===== src/rtl/x_pulse_gen_pkg.sv =====
// Shared definitions for the X pulse generator: sequencer state encoding,
// target level encoding and the level helper functions used by the shadow model.
package x_pulse_gen_pkg;

  // Sequencer states.
  typedef enum logic [2:0] {
    ST_IDLE  = 3'd0,
    ST_PULSE = 3'd1,
    ST_GAP   = 3'd2,
    ST_CHECK = 3'd3,
    ST_DONE  = 3'd4
  } state_e;

  // Level of the target saturating FSM.
  typedef logic [1:0] lvl_t;

  localparam lvl_t LVL0 = 2'd0;
  localparam lvl_t LVL1 = 2'd1;
  localparam lvl_t LVL2 = 2'd2;
  localparam lvl_t LVL3 = 2'd3;

  // One X pulse moves the target up one level; level 3 holds.
  function automatic lvl_t lvl_sat_inc(input lvl_t lvl);
    lvl_t nxt;
    if (lvl == LVL3) begin
      nxt = LVL3;
    end else begin
      nxt = lvl + 2'd1;
    end
    return nxt;
  endfunction

  // Expected Z1 of the target: asserted at the two middle levels.
  function automatic logic lvl_z1(input lvl_t lvl);
    logic z;
    case (lvl)
      LVL1:    z = 1'b1;
      LVL2:    z = 1'b1;
      default: z = 1'b0;
    endcase
    return z;
  endfunction

  // Expected Z2 of the target: asserted only at the top level.
  function automatic logic lvl_z2(input lvl_t lvl);
    logic z;
    if (lvl == LVL3) begin
      z = 1'b1;
    end else begin
      z = 1'b0;
    end
    return z;
  endfunction

endpackage


===== src/rtl/x_pulse_gen_lvl_model.sv =====
// Shadow model of the target level FSM: follows every X pulse with a
// saturating increment and compares the target's Z1/Z2 against the model.
// The target updates on the same edge as this model, so no alignment delay
// is applied to the comparison.
module x_lvl_model
  import x_pulse_gen_pkg::*;
(
  input  logic       clk,
  input  logic       reset,
  input  logic       step,      // registered X as seen by the target
  input  logic       check_en,  // compare only while the generator is busy
  input  logic       z1,
  input  logic       z2,
  output logic [1:0] exp_lvl,
  output logic       mismatch
);

  lvl_t lvl_q;
  lvl_t lvl_d;
  logic z1_exp_s;
  logic z2_exp_s;

  // Next shadow level: advance on each pulse the target sees.
  always_comb begin
    lvl_d = lvl_q;
    if (step) begin
      lvl_d = lvl_sat_inc(lvl_q);
    end else begin
      lvl_d = lvl_q;
    end
  end

  // Shadow level register; cleared together with the target.
  always_ff @(posedge clk or posedge reset) begin
    if (reset) begin
      lvl_q <= LVL0;
    end else begin
      lvl_q <= lvl_d;
    end
  end

  // Compare the target outputs against the levels they should decode to.
  always_comb begin
    z1_exp_s = lvl_z1(lvl_q);
    z2_exp_s = lvl_z2(lvl_q);
    if (check_en) begin
      mismatch = (z1 != z1_exp_s) || (z2 != z2_exp_s);
    end else begin
      mismatch = 1'b0;
    end
  end

  assign exp_lvl = lvl_q;

endmodule


===== src/rtl/x_pulse_gen.sv =====
// X pulse generator: emits a requested number of one-cycle X pulses separated
// by a programmable gap, shadows the target level and flags any Z1/Z2
// disagreement while busy. All outputs are flops loaded from the next state.
module x_pulse_gen
  import x_pulse_gen_pkg::*;
#(
  parameter int CNT_W = 8,
  parameter int GAP_W = 4
) (
  input  logic             clk,
  input  logic             reset,
  input  logic             start,
  input  logic [CNT_W-1:0] pulse_cnt,
  input  logic [GAP_W-1:0] gap,
  output logic             X,
  input  logic             Z1,
  input  logic             Z2,
  output logic             busy,
  output logic             done,
  output logic             err,
  output logic [1:0]       exp_lvl
);

  localparam logic [CNT_W-1:0] CNT_ZERO = {CNT_W{1'b0}};
  localparam logic [CNT_W-1:0] CNT_ONE  = {{(CNT_W-1){1'b0}}, 1'b1};
  localparam logic [GAP_W-1:0] GAP_ZERO = {GAP_W{1'b0}};
  localparam logic [GAP_W-1:0] GAP_ONE  = {{(GAP_W-1){1'b0}}, 1'b1};

  state_e           state_q;
  state_e           state_d;
  logic [CNT_W-1:0] rem_q;
  logic [CNT_W-1:0] rem_d;
  logic [GAP_W-1:0] gap_lat_q;
  logic [GAP_W-1:0] gap_lat_d;
  logic [GAP_W-1:0] gcnt_q;
  logic [GAP_W-1:0] gcnt_d;

  logic             x_q;
  logic             x_d;
  logic             busy_q;
  logic             busy_d;
  logic             done_q;
  logic             done_d;
  logic             err_q;
  logic             err_d;

  logic             accept_s;
  logic             mismatch_s;
  logic [1:0]       exp_lvl_s;

  // A start only counts while idle; everywhere else it is ignored.
  assign accept_s = (state_q == ST_IDLE) && start;

  // State and counter registers.
  always_ff @(posedge clk or posedge reset) begin
    if (reset) begin
      state_q   <= ST_IDLE;
      rem_q     <= CNT_ZERO;
      gap_lat_q <= GAP_ZERO;
      gcnt_q    <= GAP_ZERO;
    end else begin
      state_q   <= state_d;
      rem_q     <= rem_d;
      gap_lat_q <= gap_lat_d;
      gcnt_q    <= gcnt_d;
    end
  end

  // Next-state and counter logic of the pulse sequencer.
  always_comb begin
    state_d   = state_q;
    rem_d     = rem_q;
    gap_lat_d = gap_lat_q;
    gcnt_d    = gcnt_q;
    case (state_q)
      ST_IDLE: begin
        if (start) begin
          rem_d     = pulse_cnt;
          gap_lat_d = gap;
          gcnt_d    = GAP_ZERO;
          if (pulse_cnt != CNT_ZERO) begin
            state_d = ST_PULSE;
          end else begin
            state_d = ST_DONE;
          end
        end else begin
          state_d = ST_IDLE;
        end
      end
      ST_PULSE: begin
        rem_d = rem_q - CNT_ONE;
        if (rem_q == CNT_ONE) begin
          state_d = ST_CHECK;
        end else if (gap_lat_q == GAP_ZERO) begin
          state_d = ST_PULSE;
        end else begin
          state_d = ST_GAP;
          gcnt_d  = gap_lat_q;
        end
      end
      ST_GAP: begin
        gcnt_d = gcnt_q - GAP_ONE;
        if (gcnt_q == GAP_ONE) begin
          state_d = ST_PULSE;
        end else begin
          state_d = ST_GAP;
        end
      end
      ST_CHECK: begin
        state_d = ST_DONE;
      end
      ST_DONE: begin
        state_d = ST_IDLE;
      end
      default: begin
        state_d   = ST_IDLE;
        rem_d     = CNT_ZERO;
        gap_lat_d = GAP_ZERO;
        gcnt_d    = GAP_ZERO;
      end
    endcase
  end

  // Output decode from the upcoming state, so the flops line up with it.
  always_comb begin
    x_d    = 1'b0;
    busy_d = 1'b0;
    done_d = 1'b0;
    case (state_d)
      ST_PULSE: begin
        x_d    = 1'b1;
        busy_d = 1'b1;
      end
      ST_GAP: begin
        busy_d = 1'b1;
      end
      ST_CHECK: begin
        busy_d = 1'b1;
      end
      ST_DONE: begin
        done_d = 1'b1;
      end
      default: begin
        x_d    = 1'b0;
        busy_d = 1'b0;
        done_d = 1'b0;
      end
    endcase
  end

  // Sticky mismatch flag: cleared by an accepted start, set by any mismatch.
  always_comb begin
    err_d = err_q;
    if (accept_s) begin
      err_d = 1'b0;
    end else if (mismatch_s) begin
      err_d = 1'b1;
    end else begin
      err_d = err_q;
    end
  end

  // Output registers.
  always_ff @(posedge clk or posedge reset) begin
    if (reset) begin
      x_q    <= 1'b0;
      busy_q <= 1'b0;
      done_q <= 1'b0;
      err_q  <= 1'b0;
    end else begin
      x_q    <= x_d;
      busy_q <= busy_d;
      done_q <= done_d;
      err_q  <= err_d;
    end
  end

  // Shadow of the target level plus the Z1/Z2 comparator.
  x_lvl_model u_lvl_model (
    .clk      (clk),
    .reset    (reset),
    .step     (x_q),
    .check_en (busy_q),
    .z1       (Z1),
    .z2       (Z2),
    .exp_lvl  (exp_lvl_s),
    .mismatch (mismatch_s)
  );

  assign X       = x_q;
  assign busy    = busy_q;
  assign done    = done_q;
  assign err     = err_q;
  assign exp_lvl = exp_lvl_s;

endmodule


===== config.mk =====
export PLATFORM = sky130hd
export DESIGN_NAME = x_pulse_gen
export DESIGN_NICKNAME = d
export VERILOG_FILES = /design/src/rtl/x_pulse_gen_pkg.sv /design/src/rtl/x_pulse_gen_lvl_model.sv /design/src/rtl/x_pulse_gen.sv
export SDC_FILE = /design/constraint.sdc
export NUM_CORES = 1
export LEC_CHECK = 0
export BUFFER_PORTS_ARGS = -buffer_cell sky130_fd_sc_hd__buf_2
export CAP_MARGIN = 5
export CORE_MARGIN = 10
export CORE_UTILIZATION = 55
export DETAILED_ROUTE_END_ITERATION = 8
export GPL_ROUTABILITY_DRIVEN = 0
export GPL_TIMING_DRIVEN = 0
export PLACE_DENSITY = 0.77
export RECOVER_POWER = 25
export SYNTH_ARGS = -nofsm -noshare
export SYNTH_HDL_FRONTEND = slang
export SYNTH_SLANG_ARGS = --single-unit

===== constraint.sdc =====
create_clock -name clk -period 2.05 [get_ports clk]
set_input_delay 0.205 -clock clk [delete_from_list [all_inputs] [get_ports clk]]
set_output_delay 0.205 -clock clk [all_outputs]
set_load 0.01 [all_outputs]

# Word-level counts from Yosys, hierarchy flattened
# Index checks and enable logic that the tools add are counted.
[totals] out_inout_bits=6 in_bits=17 word_cells=70 regBits=25
[classes] eq_ne=18 reduce_logical=14 muxes=23 addsub=3 bitwise=3
[op_table] cell="$pmux W8 S3" count=1
[op_table] cell="$mux W4" count=4
[op_table] cell="$pmux W4 S4" count=1
[op_table] cell="$eq A3 B2 Y1 const B" count=4
[op_table] cell="$pmux W3 S4" count=1
[op_table] cell="$eq A8 B1 Y1 const B" count=1
[op_table] cell="$mux W1" count=8
[op_table] cell="$mux W2" count=4
[op_table] cell="$mux W8" count=1
[op_table] cell="$pmux W4 S2" count=1
[op_table] cell="$reduce_bool A8 Y1" count=1
[op_table] cell="$sub A8 B1 Y8 const B" count=1
[op_table] cell="$eq A3 B1 Y1 const B" count=2
[op_table] cell="$eq A3 B3 Y1 const B" count=2
[op_table] cell="$mux W3" count=2
[op_table] cell="$ne A2 B2 Y1 const B" count=3
[op_table] cell="$reduce_or A3 Y1" count=2
[op_table] cell="$eq A2 B2 Y1 const B" count=2
[op_table] cell="$eq A4 B1 Y1 const B" count=1
[op_table] cell="$logic_not A4 Y1" count=1
[op_table] cell="$reduce_and A2 Y1" count=2
[op_table] cell="$reduce_and A4 Y1" count=1
[op_table] cell="$reduce_or A2 Y1" count=2
[op_table] cell="$reduce_or A4 Y1" count=1
[op_table] cell="other kinds (9)" count=12

# Depth between registers and ports, before layout
# Gate-level depths: netlist (run 1).
[depth] word_depth=8 mapped_depth=7 depth_no_buf=6

# Hierarchy
# A second synthesis (run 1) with hierarchy kept.
[unflattened] hier_cells=163 hier_area_um2=1529.0
[modules_own_cells] mod="x_pulse_gen" cells_each=148 seq_area_each_um2=575.6 n_inst=1 area_per_inst_um2=1387.6
[modules_own_cells] mod="x_lvl_model" cells_each=15 seq_area_each_um2=50.0 n_inst=1 area_per_inst_um2=141.4

# Worst setup path after synthesis (run 1)
# Ideal clock, no wire load.
[synth_path] path_type="reg-to-reg" start="register rem_q[1]" end="register gcnt_q[1]" setup_time_ps=125 period_less_slack_ps=1656 arrival_time_ps=1531 path_buffers=0 t_required_ps=1925 path_slack_ps=394 path_stages_with_launch=7 cell_sequence="dfrtp_1 inv_1 ha_1 nor3b_1 a21oi_2 o2bb2ai_2 mux2_2"
[synth_via] elab_chain_cells=3
[synth_rtl] item="start, declared" line="x_pulse_gen.sv:31" text="logic [CNT_W-1:0] rem_q;"
[synth_rtl] item="start signal, assigned" line="x_pulse_gen.sv:63" text="rem_q <= rem_d;"
[synth_rtl] item="$eq A8 B1 Y1" line="x_pulse_gen.sv:92" text="if (rem_q == CNT_ONE) begin"
[synth_rtl] item="$ne A2 B2 Y1 (no source line)"
[synth_rtl] item="$reduce_and A4 Y1 (no source line)"
[synth_rtl] item="end signal, assigned" line="x_pulse_gen.sv:65" text="gcnt_q <= gcnt_d;"
[synth_rtl] item="end, declared" line="x_pulse_gen.sv:35" text="logic [GAP_W-1:0] gcnt_q;"
# No other way between the ends.
# A chain may end at the register's enable or synchronous reset.

# Final worst setup path (run 1)
[layout_path] start="register rem_q[2]" end="register gcnt_q[1]"
# Same word-level chain as after synthesis.

==> results of run 1 <==
-- power by group through the flow --
stage	combinational, mW	clock, mW	sequential [mW]
finish	1.45	0.217	0.885
CTS	1.44	0.218	0.876
global placement	1.38	0	0.877
global route	1.61	0.234	0.910
detailed placement	1.43	0	0.885
floorplan	1.11	0	0.858
-- synthesized netlist by cell type, types with 2 or more instances --
master,count
o21ai_0,8
ha_1,7
nand2_1,8
nor2_1,9
nor4_1,5
o2bb2ai_1,9
xnor2_1,2
a21oi_1,21
buf_2,4
nor3_1,5
o221ai_1,2
nand3_1,2
o22ai_2,2
nor3b_1,4
nor2b_1,3
inv_1,12
buf_6,3
a22oi_1,4
and3_1,4
a32oi_1,3
dfrtp_1,25
-- cell families (layout without fill, tap and decap cells) --
family	count (synthesis)	after routing	share of synthesized area [%]
compound gates	60	60	26.2
buf+inv	22	47	7.28
flops	25	25	39.6
xor+xnor	2	2	1.11
mux	2	2	1.34
simple gates	50	50	19.0
fa+ha+maj	7	7	5.54
-- sequential cells by signal, summed over array words and instances (netlist names) --
signal and cells:
X 1, busy 1, done 1, err 1, gap_lat_q 4, gcnt_q 4, rem_q 8, state_q 3
u_lvl_model.exp_lvl 2
-- worst max-delay path by stage --
| stage | cells past startpoint | slack, ns | to |
|---|---|---|---|
| 6_report | 4 | 0.22 | gcnt_q[1]$_DFFE_PP0P_ |
| 5_1_grt | 4 | 0.13 | gcnt_q[3]$_DFFE_PP0P_ |
| 4_1_cts | 6 | 0.16 | gcnt_q[1]$_DFFE_PP0P_ |
| 3_5_place_dp | 6 | 0.17 | gcnt_q[1]$_DFFE_PP0P_ |
| 3_3_place_gp | 6 | 0.23 | gcnt_q[1]$_DFFE_PP0P_ |
| 2_1_floorplan | 6 | 0.39 | gcnt_q[1]$_DFFE_PP0P_ |
-- critical path, cell delays in order (launching register included) --
cell and delay (ns):
dfrtp_1 0.47, nor4_2 0.50, a21oi_2 0.18, o2bb2ai_2 0.22, mux2_2 0.36
-- stage by stage --
step / util [%] / worst slack [ns] / cell area, um^2
after floorplan: - / 0.394 / 1580
after global placement: 62.6 / 0.226 / 1730
after detailed placement: 62.6 / 0.174 / 1730
after CTS: 63.5 / 0.156 / 1750
after global routing: 63.7 / 0.129 / 1760
final: 63.7 / 0.216 / 1760
-- area by class of cell --
type	instances	area, um^2	area share [%]
clock buffer	4	26.3	1.50
timing repair buffer	21	105	5.98
multi-input combinational	121	846	48.1
buffer	10	70.1	3.99
inverter	12	45.0	2.56
sequential	25	626	35.6
tap	31	38.8	2.21
-- layer usage --
layer / track usage (%) / up-vias / routed length, um
li1: - / 671 / -
met5: 0 / - / 0
met1: 16.7 / 671 / 1640
met3: 3.77 / 6 / 266
met4: 4.35 / 0 / 24
met2: 22.9 / 48 / 1770
==> impl_metrics.tcl, run 1 <==
set metrics [dict create \
    r2r_start "rem_q[2]$_DFFE_PP0P_" \
    fillers 244 \
    finalClockSkew_ns 0.00597 \
    powerDensity_nw_per_um2 1450 \
    ctsLongestPathBuffers 2 \
    grt_first_pass_wirelength_um 6150 \
    ctsRootBufferMaster "clkbuf_4" \
    pwr-share-comb_pct 56.8 \
    die_area_um2 5420 \
    synth.top_cell.area_share_pct 39.6 \
    setup_tns_ns 0 \
    ioPinCount 23 \
    ant_nets 0 \
    hp-class "input pin to async pin" \
    synth_area_leaders "dfrtp_1, a21oi_1, ha_1" \
    antenna_found_initial 0 \
    clock_power_share_pct 8.5 \
    synth_cell_types 47 \
    firstDrtPassIters 5 \
    fin_crit_ns 1.83 \
    yosysWarnings 0 \
    synth-edff-count 0 \
    intPower_mw 1.37 \
    reg2regPathDepth 4 \
    endpoint_kind "flip-flop" \
    worstPathMaxFanout 7 \
    worstMarginPinSlew_ns 0.914 \
    reg2reg_slack_ns 0.22 \
    grtUsageTotal_pct 13.8 \
    cts-resized-gates 0 \
    worstSetupPathType "flip-flop to flip-flop" \
    routed_via_density 6.23 \
    ys_ff_latch 25 \
    drt_iter0_drc 51 \
    synthArstFlopShare_pct 100 \
    mostFrequentLayoutCells "dfrtp_1, buf_2, a21oi_1" \
    vias 1396 \
    setup_violations 0 \
    crit_start "rem_q[2]$_DFFE_PP0P_" \
    tritoncts "done" \
    synth.avg_cell_area_um2 9.41 \
    finalMaxSlewViolations 0 \
    syn_inst 168 \
    drc 0 \
    arrival_ns 2.04 \
    status "complete, no violations" \
    syn_nets 192 \
    die_h_um 73.6 \
    syn_to_final_growth_pct 11.1 \
    fp.coreArea_um2 2760 \
    wire_per_inst_um 16.6 \
    first_global_vias 1373 \
    std_cell_rows 19 \
    placed_cells 220 \
    hold_slack_ns 0.0696 \
    syn_area_um2 1580 \
    cts.sinks 25 \
    layout.cells.non_filler 224 \
    yosysTopAreaCell "dfrtp_1" \
    p_sw_mw 1.18 \
    max_freq_mhz 545 \
    ir_drop_mv 0.869 \
    seq_area_frac_synth_pct 39.6 \
    synth-main-ff-cell "dfrtp_1" \
    rsz0062_at_grt "no" \
    clock_latency_ns 0.31 \
    grt_max_degree 26 \
    n_antenna_cell 0 \
    routed_wl_um 3710 \
    grt_overflow_total 0 \
    critPathRequiredTime_ns 2.25 \
    initial_core_util_pct 57.4 \
    cts_inserted_buffers 3 \
    clk_pin_slew_ns 0.13 \
    p_leak_nw 0.778 \
    p_seq_share_pct 34.7 \
    cts_setup_buffers 0 \
    cap_violations 0 \
    maxSlewHeadroom_pct 39.0 \
    swShare_pct 46.2 \
    total_power_mw 2.55 \
    min_period_over_period_pct 89.5 \
    drive_gt1_share_pct 22.8 \
    startpoint_type "flip-flop" \
    htreeDepth 1 \
    r2r-end "gcnt_q[1]$_DFFE_PP0P_" \
    portBuffers 21 \
    holdBufCountCts 0 \
    nets 218 \
    dp_hpwl_um 2870 \
    die_x_um 73.6 \
    finalHoldViolCount 0 \
]
Note: power is estimated with default switching activity, not from simulation.
==> run 2, diff against run 1 <==
- ABC_AREA: unset -> 1
==> run 2 against run 1 <==
Effect of this change: design area down 1.7%; first-iteration DRC count up 25%; global-route usage down 0.94 points; wire length down 14%; clock power up 7%; combinational power about the same; via count down 2.9%; sequential share of layout area up 0.62 points; non-clock buffer count down 8; maximum frequency up 39%; clock skew down 0.0033 ns; cell count up 16%; largest cell class unchanged; largest power group unchanged.
==> impl_metrics.tcl, run 2 <==
set metrics [dict create \
    status "complete, no violations" \
    ctsRootBufferMaster "clkbuf_4" \
    fin_ws_ns 0.734 \
    seq_area_um2 626 \
    finalClockSkew_ns 0.00266 \
    synthTopCellsByCount "nand2_1, inv_1, dfrtp_1, nor2_1, nand3_1" \
    fp.coreArea_um2 2730 \
    largest_register_ff_count 8 \
    grt_first_pass_wirelength_um 5580 \
    synth-edff-count 0 \
    synth_top_family_by_area "simple AND/OR/NAND/NOR gates" \
    p_sw_mw 1.26 \
    p_leak_nw 0.916 \
    initial_core_util_pct 56.6 \
    drt_iter0_drc 64 \
    ir_drop_mv 0.799 \
    wire_per_inst_um 12.3 \
    ys_ff_latch 25 \
    yosysMostFrequentCell "nand2_1" \
    yosys.area_share.simple_pct 30.0 \
    finalMaxSlewViolations 0 \
    final_common_cell "nand2_1" \
    hp-class "input pin to async pin" \
    synth-main-ff-cell "dfrtp_1" \
    placed_cells 255 \
    clock_latency_ns 0.33 \
    startpoint_type "flip-flop" \
    reg.largest.list "rem_q: 8 flops, gap_lat_q: 4 flops, gcnt_q: 4 flops" \
    vias 1356 \
    ctsLongestPathBuffers 2 \
    cts-resized-gates 0 \
    total_power_mw 2.58 \
    syn_to_final_growth_pct 11.6 \
    synth_area_leaders "dfrtp_1, nand2_1, inv_1" \
    drive_gt1_share_pct 19.3 \
    synth.top_cell.area_share_pct 40.4 \
    setup_violations 0 \
    syn_inst 202 \
    die_x_um 73.0 \
    routed_wl_um 3200 \
    yosysWarnings 0 \
    syn_area_um2 1550 \
    place_ws_ns 0.738 \
    synthXorXnorAreaFrac_pct 2.26 \
    powerDensity_nw_per_um2 1500 \
    tritoncts "done" \
    antenna_found_initial 0 \
    mostFrequentLayoutCells "nand2_1, inv_1, dfrtp_1" \
    largest_register "rem_q" \
    arrival_ns 1.56 \
    htreeDepth 1 \
    worstMarginPinSlew_ns 0.958 \
    swShare_pct 48.6 \
    first_global_vias 1313 \
    grt_max_degree 26 \
    ant_nets 0 \
    max_freq_mhz 760 \
    intPower_mw 1.33 \
    yosysTopAreaCell "dfrtp_1" \
    muxShareOfSynthArea_pct 0 \
    die_area_um2 5340 \
    cts.sinks 25 \
    std_cell_rows 19 \
    cap_violations 0 \
    multi_input_area_um2 786 \
    synth_cell_types 26 \
    layout.cells.non_filler 259 \
    rsz0062_at_grt "no" \
    maxSlewHeadroom_pct 36.0 \
    pwr-share-comb_pct 57.1 \
    endpoint_kind "flip-flop" \
    grtUsageTotal_pct 12.8 \
    worstPathMaxFanout 5 \
    syn_nets 226 \
    portBuffers 22 \
    clock_power_share_pct 9.0 \
    worstSetupPathType "flip-flop to flip-flop" \
    final_core_util_pct 63.2 \
    synthArstFlopShare_pct 100 \
    p_seq_share_pct 34.0 \
    holdBufCountCts 0 \
    seq_area_frac_synth_pct 40.4 \
    synth_compound_area_share_pct 12.9 \
    routed_via_density 5.24 \
    finalHoldViolCount 0 \
    ioPinCount 23 \
    setup_tns_ns 0 \
    cts_setup_buffers 0 \
    fin_crit_ns 1.32 \
    n_antenna_cell 0 \
    clk_pin_slew_ns 0.14 \
    firstDrtPassIters 4 \
    drc 0 \
    fillers 254 \
    die_h_um 73.0 \
    dp_hpwl_um 2510 \
    critPathRequiredTime_ns 2.29 \
    synthAdderAreaFrac_pct 5.66 \
    synth.avg_cell_area_um2 7.66 \
    grt_overflow_total 0 \
    min_period_over_period_pct 64.2 \
    nets 253 \
    cts_inserted_buffers 3 \
]
run 2: changes by cell type after synthesis, sizes merged, moves of 4 or more:
cell / change
a21oi: -10
and3: -4
buf: -6
inv: +20
nand2: +38
nand3: +18
nor2: +19
nor3: -6
nor3b: -4
nor4: -6
o21ai: +9
o2bb2ai: -10
run 2: power groups by stage:
stage	combinational, mW	clock, mW	sequential [mW]
floorplan	1.14	0	0.884
global placement	1.45	0	0.882
detailed placement	1.48	0	0.887
CTS	1.49	0.247	0.877
global route	1.71	0.261	0.915
finish	1.47	0.232	0.878
run 2: metrics by stage:
stage               area, um^2  hold slack (ns)
floorplan                 1550            0.232
detailed placement        1700            0.447
finish                    1730           0.0695
global route              1730            0.111
global placement          1700            0.446
CTS                       1730           0.0851
run 2: path summary, 6_finish.rpt:
check / start / end / slack (ns) / depth (start not counted)
worst max-delay path: state_q[1]$_DFF_PP0_ / gcnt_q[1]$_DFFE_PP0P_ / 0.73 / 8
worst min-delay path: reset / u_lvl_model.exp_lvl[1]$_DFFE_PP0P_ / 0.07 / 2
worst max register to register: state_q[1]$_DFF_PP0_ / gcnt_q[1]$_DFFE_PP0P_ / 0.73 / 8
worst min register to register: err$_DFFE_PP0P_ / err$_DFFE_PP0P_ / 0.53 / 2
max in group asynchronous: reset / rem_q[0]$_DFFE_PP0P_ / 1.41 / 2
min in group clk: gap[0] / gap_lat_q[0]$_DFFE_PP0P_ / 0.10 / 3
run 2: area by class of cell:
cell class	count	area share (%)
multi-input cells	144	45.5
flip-flops and latches	25	36.2
inverters	32	7.25
well taps	31	2.25
clock inverters	1	0.435
clock buffers	3	1.30
repair buffers	22	6.38
plain buffers	1	0.652
run 2: layer usage:
layer,GRT usage (%),share of wire (%),vias to the layer above
li1,-,-,702
met1,15.7,49,619
met2,20.4,42,30
met3,3.13,6.9,5
met4,6.12,1.8,0
met5,0,0,-
run 2: worst max-delay path, stage by stage, from the launching register on:
cell and delay [ns]:
dfrtp_1 0.43, inv_1 0.13, nor2_1 0.07, nand2_1 0.10, nand2_1 0.06, inv_1 0.17
nand3_2 0.14, nand2_1 0.08, nand2_1 0.05
run 2: logic make-up (layout without fill, tap and decap cells):
kind of cell,count (synthesis),after routing
AND/OR/NAND/NOR,98,98
adder cells (fa/ha/maj),7,7
flip-flops,25,25
buffers and inverters,33,59
AO/OA/AOI/OAI,35,35
XOR/XNOR,4,4
